$ cat src/rtl/weight_bank_receiver.sv
// Purpose : capture ROM-controller words into a NUM_WORDS register bank; on start
//           with every slot loaded, stream them in address order, then pulse done.
// Latency : start sampled at edge N -> word 0 valid from edge N+1; one word/cycle.
// Backpressure: word_out/word_index held while word_ready=0; writes while busy
//           are dropped and flagged with write_dropped.
//
// Ports:
//   clk, reset (async, active-low)
//   data_in/address/writeData  : slot write port from the ROM controller
//   start_network              : single-cycle start pulse
//   word_ready                 : downstream accept for word_out
//   word_out/word_index/word_valid : streamed word, its slot, valid flag
//   busy, done, load_error, write_dropped : status / one-cycle event pulses
//
// Optional feature: define WEIGHT_BANK_REPLAY_EN to keep the loaded mask after
// a stream so a later start replays the same words without a reload.
module weight_bank_receiver #(
    parameter int NUM_WORDS  = 4,
    parameter int DATA_WIDTH = 32,
    parameter int ADDR_WIDTH = 2
) (
    input  logic                  clk,
    input  logic                  reset,
    input  logic [DATA_WIDTH-1:0] data_in,
    input  logic [ADDR_WIDTH-1:0] address,
    input  logic                  writeData,
    input  logic                  start_network,
    input  logic                  word_ready,
    output logic [DATA_WIDTH-1:0] word_out,
    output logic                  word_valid,
    output logic [ADDR_WIDTH-1:0] word_index,
    output logic                  busy,
    output logic                  done,
    output logic                  load_error,
    output logic                  write_dropped
);

    typedef enum logic [1:0] {
        ST_IDLE   = 2'd0,
        ST_STREAM = 2'd1,
        ST_DONE   = 2'd2
    } state_t;

    state_t                 state_q, state_d;
    logic [DATA_WIDTH-1:0]  bank_q [NUM_WORDS];
    logic [DATA_WIDTH-1:0]  bank_d [NUM_WORDS];
    logic [NUM_WORDS-1:0]   loaded_q, loaded_d;
    logic [ADDR_WIDTH-1:0]  idx_q, idx_d;
    logic [DATA_WIDTH-1:0]  word_out_q, word_out_d;
    logic                   load_error_q, load_error_d;
    logic                   write_dropped_q, write_dropped_d;

    logic                   idle_wr;
    logic [NUM_WORDS-1:0]   mask_next;
    logic                   bank_full;
    logic                   start_ok;
    logic                   handshake;
    logic                   last_word;
    logic [ADDR_WIDTH-1:0]  idx_inc;

    // A write in the same cycle as start counts toward the full check.
    assign idle_wr   = (state_q == ST_IDLE) && writeData;
    assign mask_next = loaded_q | (idle_wr ? (NUM_WORDS'(1) << address) : '0);
    assign bank_full = &mask_next;
    assign start_ok  = (state_q == ST_IDLE) && start_network && bank_full;
    assign handshake = (state_q == ST_STREAM) && word_ready;
    assign last_word = (idx_q == ADDR_WIDTH'(NUM_WORDS - 1));
    assign idx_inc   = idx_q + 1'b1;

    // State register and datapath flops
    always_ff @(posedge clk or negedge reset) begin
        if (!reset) begin
            state_q         <= ST_IDLE;
            loaded_q        <= '0;
            idx_q           <= '0;
            word_out_q      <= '0;
            load_error_q    <= 1'b0;
            write_dropped_q <= 1'b0;
            for (int i = 0; i < NUM_WORDS; i++) begin
                bank_q[i] <= '0;
            end
        end else begin
            state_q         <= state_d;
            loaded_q        <= loaded_d;
            idx_q           <= idx_d;
            word_out_q      <= word_out_d;
            load_error_q    <= load_error_d;
            write_dropped_q <= write_dropped_d;
            for (int i = 0; i < NUM_WORDS; i++) begin
                bank_q[i] <= bank_d[i];
            end
        end
    end

    // Next-state logic
    always_comb begin
        state_d = state_q;
        case (state_q)
            ST_IDLE:   if (start_ok) state_d = ST_STREAM;
            ST_STREAM: if (handshake && last_word) state_d = ST_DONE;
            ST_DONE:   state_d = ST_IDLE;
            default:   state_d = ST_IDLE;
        endcase
    end

    // Datapath next values
    always_comb begin
        for (int i = 0; i < NUM_WORDS; i++) begin
            bank_d[i] = bank_q[i];
        end
        loaded_d        = loaded_q;
        idx_d           = idx_q;
        word_out_d      = word_out_q;
        load_error_d    = (state_q == ST_IDLE) && start_network && !bank_full;
        write_dropped_d = writeData && (state_q != ST_IDLE);

        if (idle_wr) begin
            bank_d[address] = data_in;
        end

        case (state_q)
            ST_IDLE: begin
                // A failed start keeps the partial mask so loading can resume.
                loaded_d = mask_next;
                if (start_ok) begin
                    idx_d      = '0;
                    // bank_d so a same-cycle write to slot 0 is streamed.
                    word_out_d = bank_d[0];
                end
            end
            ST_STREAM: begin
                if (handshake && !last_word) begin
                    idx_d      = idx_inc;
                    word_out_d = bank_q[idx_inc];
                end
            end
            ST_DONE: begin
`ifdef WEIGHT_BANK_REPLAY_EN
                loaded_d = loaded_q;
`else
                loaded_d = '0;
`endif
            end
            default: ;
        endcase
    end

    // Outputs
    always_comb begin
        word_valid    = (state_q == ST_STREAM);
        busy          = (state_q == ST_STREAM) || (state_q == ST_DONE);
        done          = (state_q == ST_DONE);
        word_out      = word_out_q;
        word_index    = idx_q;
        load_error    = load_error_q;
        write_dropped = write_dropped_q;
    end

endmodule

$ cat config.mk
export PLATFORM = sky130hd
export DESIGN_NAME = weight_bank_receiver
export DESIGN_NICKNAME = d
export VERILOG_FILES = /design/src/rtl/weight_bank_receiver.sv
export SDC_FILE = /design/constraint.sdc
export NUM_CORES = 1
export LEC_CHECK = 0
export ABC_CLOCK_PERIOD_IN_PS = 2900
export BUFFER_PORTS_ARGS = -buffer_cell sky130_fd_sc_hd__buf_2
export CAP_MARGIN = 15
export CORE_UTILIZATION = 58
export DETAILED_ROUTE_END_ITERATION = 10
export PLACE_DENSITY_LB_ADDON = 0.3
export SYNTH_ARGS = -nofsm -noshare
export SYNTH_HDL_FRONTEND = slang
export SYNTH_SLANG_ARGS = --single-unit
export TNS_END_PERCENT = 5
$ cat constraint.sdc
create_clock -name clk -period 2.9 [get_ports clk]
set_input_delay 0.58 -clock clk [delete_from_list [all_inputs] [get_ports clk]]
set_output_delay 0.58 -clock clk [all_outputs]
set_load 0.1 [all_outputs]
== Word-level counts from Yosys, hierarchy flattened ==
Cells that the tools add are included.

* Register bits after elaboration: 170
* Input port bits: 39
* Output and inout bits: 39

* Add/sub/neg operators: 1
* Magnitude comparators: 3
* Equal/unequal tests: 6
* Shift-type cells: 1
* Mux-type cells: 18
* Bitwise operators: 3
* Reductions and logical operators: 19

{| class="wikitable"
|+ Operators by type and width
! operator !! count
|-
| 32-bit two-way mux || 5
|-
| 128-bit bitwise mux || 1
|-
| 128-bit two-way mux || 1
|-
| 32-bit binary-select mux with 2-bit select || 1
|-
| 32-bit demux with 2-bit select || 1
|-
| 32-bit one-hot mux with 2 select lines || 1
|-
| 1-bit logical AND || 9
|-
| 2-bit two-way mux || 4
|-
| 2-bit one-hot mux with 2 select lines || 2
|-
| 4-bit one-hot mux with 2 select lines || 1
|-
| 3-bit >= comparator (second input constant) || 2
|-
| 2-bit NOT with 3-bit output || 2
|-
| 2-bit nonzero test || 3
|-
| 2-bit equality test (second input constant) || 2
|-
| 4-bit two-way mux || 1
|-
| 2-bit by 1-bit != test with 1-bit output (second input constant) || 2
|-
| 4-bit OR || 1
|-
| 4-bit AND reduction || 1
|-
| 1-bit by 2-bit << shifter with 4-bit output (first input constant) || 1
|-
| 3-bit by 1-bit less-than comparator with 1-bit output (second input constant) || 1
|-
| 3-bit AND reduction || 1
|-
| 2-bit by 1-bit adder with 2-bit output (second input constant) || 1
|-
| 2-bit by 1-bit equality test with 1-bit output (second input constant) || 1
|-
| 1-bit logical NOT || 2
|-
| 4 further kinds || 4
|}

== Logic depth before layout (Yosys ltp) ==
* Depth after elaboration: 9
* Gate-level depth with buffers: 9
* Gate-level depth less buffers: 7

== Least setup slack after synthesis ==
No wires, ideal clock.

* Path kind: register to register
* Start: register state_q[1]
* End: register word_out_q[10], in the netlist word_out[10]
* Library setup time: 0.126 ns
* Arrival time: 2.617 ns
* Path slack: 0.156 ns
* Stages on the path, launching flop included: 7
* Period minus slack after synthesis: 2.744 ns
* Path through: dfrtp_1 -> inv_1 -> ha_1 -> clkbuf_1 -> clkbuf_1 -> mux2_2 -> mux2_4

* Elaborated cells on any way between the ends: 17
* Classes of those cells: 3 x eq/ne; 4 x mux; 1 x bitwise; 9 x reduce/logical

{| class="wikitable"
|+ RTL lines
! what !! RTL line !! text
|-
| start: declaration || 44 || <nowiki>state_t state_q, state_d;</nowiki>
|-
| start signal: assignment || 83 || <nowiki>state_q <= state_d;</nowiki>
|-
| 2-bit by 1-bit equality test with 1-bit output (*) || -- ||
|-
| via word_valid || 30 || <nowiki>output logic word_valid,</nowiki>
|-
| 1-bit logical AND || 66 || <nowiki>assign handshake = (state_q == ST_STREAM) && word_ready;</nowiki>
|-
| 1-bit logical AND || 132 || <nowiki>if (handshake && !last_word) begin</nowiki>
|-
| 2-bit by 1-bit != test with 1-bit output (no line) || -- ||
|-
| 3-bit AND reduction (no line) || -- ||
|-
| end signal: assignment || 86 || <nowiki>word_out_q <= word_out_d;</nowiki>
|-
| end: declaration || 49 || <nowiki>logic [DATA_WIDTH-1:0] word_out_q, word_out_d;</nowiki>
|}

Mark *: on every way through the listed nets, which the timed path passes. The rest lies on a longest branch. The select of a mux whose other input is x is not followed.
A chain may end at the register's enable or synchronous reset.

==> reports/metrics.csv <==
metric,value,unit
peak fanout along the critical path,33,
Final TNS setup,0,ns
Hold WC Path Type,input port to asynchronous set/reset pin,
Worst R2R Path Depth,8,
Die X-Extent,118.4,um
YS warnings,0,
CP Class,flop to flop,
nets,590,
full die area,14020,um^2
Vias,4243,
Post-Syn Area,7861,um^2
pre-CTS setup slack,0.3721,ns
DR iter-0 viols,269,
period utilization,0.8773,
post-synth top area share,0.5411,
Synth Area in Compound Gates,0.008754,
GR peak layer,met2,
worst path bufs/invs,2,
Crit path max-delay family,multiplexers,
die span in y,118.4,um
Pre-antenna DRT Iters,6,
first-pass GRT wire length,24920,um
Worst path max stage delay,0.40,ns
number of cells on the critical path,8,
Root Buffer,clkbuf_16,
Final Max Slew Viols,0,
# Max-Cap Violations,0,
met2 GRT Util,0.3809,
Final min period,2.544,ns
clk_skew,0.005446,ns
clk_lat worst skew,0.41,ns
"area leader, netlist",dfrtp_1,
antenna fix cells,0,
grt total ovfl,0,
largest family of logic cells by synthesized area,multiplexers,
Synth Area in Adders,0.009550,
I/O pins,78,
CTS Buffer Depth,2,
Hold Buf Count CTS,0,
CTS Buf Count,17,
xor/xnor share of the synthesized area,0,
final WL,15090,um
CP Launch Type,flop,
core area,13240,um^2
fin worst setup slack,0.3558,ns
Achievable Freq,0.3930,GHz
"top cells by area, synth","dfrtp_1 (54%), mux2_2 (22%), mux2_4 (7.1%)",
IO buf count,77,
starting density of the core,0.5936,
"Area growth, synth to finish",13.83,%
outcome,finished clean,
CP Capture Type,flop,
Post-CTS Setup Inserts,0,
Worst EP arrival,2.84,ns
setup violators final,0,
worst path cell trace,inv_1 -> ha_1 -> nand3b_2 -> nor2_4 -> buf_12 -> mux2_2 -> mux2_2 -> mux2_4,
Worst path slowest cell,dfrtp_1,
post-synthesis mux area share,0.4001,
GRT Total Usage,0.2356,
proportion of layout cells with a drive suffix above 1,0.5971,
vias in the first global route,4672,
RSZ-0062 raised after global routing,no,
data required time at the worst endpoint,3.19,ns
"CTS clk-pin slew, worst paths",0.06,ns
Routed WL per cell,20.61,um
max_slew headroom,0.3322,
CTS tree,done,
Routability Congestion,0.7677,
CTS Sinks,170,
Site Rows,42,
synthesized area per cell,16.80,um^2
library cells used by synthesis,28,
DP Wirelength,9002,um
syn nets,513,
Worst Max-Slew Pin Slew,1.002,ns
Synth Instances,468,
register bit total from synthesis,170,
DRC viols,0,
M1 GR Usage,0.3163,
GR Util met3,0.05792,
Routed Antenna Nets,0,
largest net degree at the start of global routing,76,
simple-gate share of the synthesized area,0.01130,
H-tree depth,4,
sequential fraction of the synthesis area,0.5411,
Critical Path Most Common Cell,mux2_2,
Vias per Instance,5.796,
initial antenna violation count,0,
PostCTS Resize Cnt,0,
Hold Fails Final Rpt,0,
==> cell type report <==
type,count,area (um^2)
fill,895,4294
inverter,7,26.28
clock buffer,22,454.2
sequential,170,4255
clock inverter,8,97.59
timing repair buffer,88,511.7
tap,176,220.2
multi-input combinational,261,3383
==> routing by layer <==
layer	share of wire	vias to the layer above
met5	0	-
met4	0.0090	0
met3	0.036	12
met2	0.51	76
met1	0.45	2262
li1	-	1893
==> placed cells by master (no fill, tap or decap), types with 2 or more instances in the layout <==
cell / netlist / layout
a21oi_1: 4 / 4
buf_12: 0 / 3
buf_2: 3 / 76
buf_4: 1 / 8
bufinv_16: 0 / 2
clkbuf_1: 15 / 4
clkbuf_16: 0 / 17
clkinv_2: 0 / 3
clkinvlp_4: 0 / 3
dfrtp_1: 170 / 169
ha_1: 6 / 4
ha_2: 0 / 2
inv_1: 7 / 7
mux2_2: 157 / 157
mux2_4: 37 / 37
mux2i_1: 3 / 3
mux4_1: 16 / 16
mux4_2: 16 / 16
nand2_1: 4 / 4
nand3_1: 2 / 2
nor2_1: 2 / 2
nor2b_1: 2 / 2
o21ai_0: 2 / 2
==> path summary, 6_finish.rpt <==
| path | startpoint | to | slack, ns |
|---|---|---|---|
| hold reg to reg | flop | flop | 0.49 |
| max in group asynchronous | reset | word_out[23] | 1.89 |
| setup / recovery | state_q[1] | word_out[8] | 0.36 |
| setup reg to reg | state_q[1] | word_out[8] | 0.36 |
| min in group clk | start_network | load_error | 0.40 |
| hold / removal | reset | asynchronous set/reset pin | 0.15 |
==> worst reg2reg max path, delay by kind of cell (launching register included) <==
kind,cells,cell delay (ns)
DFF,1,0.40
adders and majority gates,1,0.40
buffers and inverters,2,0.40
and+or+nand+nor,2,0.31
muxes,3,0.93
==> per-stage QoR <==
| step | hold WS, ns | utilization | instances | instance area (um^2) |
|---|---|---|---|---|
| 2_1_floorplan | 0.2844 | - | 468 | 7861 |
| 3_3_place_gp | 0.4781 | 0.6341 | 702 | 8397 |
| 3_5_place_dp | 0.4864 | 0.6341 | 702 | 8397 |
| 4_1_cts | 0.1676 | 0.6757 | 732 | 8949 |
| 5_1_grt | 0.1835 | 0.6757 | 732 | 8949 |
| 6_report | 0.1504 | 0.6757 | 732 | 8949 |
==> synthesized netlist by cell type <==
cell      instances
nand3_1           2
buf_6            11
o22ai_1           1
ha_1              6
a21oi_1           4
mux2_4           37
mux2_2          157
nor2b_1           2
dfrtp_1         170
or2_2             1
nor2_4            1
mux4_2           16
a22oi_1           1
clkbuf_1         15
buf_2             3
mux4_1           16
mux2_1            1
inv_1             7
nand3b_2          1
nor2_1            2
buf_4             1
o21ai_0           2
mux2i_1           3
nand4_1           1
nand2_1           4
nand4b_1          1
a21oi_4           1
o21ai_2           1
==> cell families after synthesis <==
family / after synthesis
compound gates: 10
fa+ha+maj: 6
buf+inv: 37
mux: 230
flops: 170
simple gates: 15
Power is not shown: default switching activity piles up to over one toggle a cycle in this logic, so the estimate is an artifact.
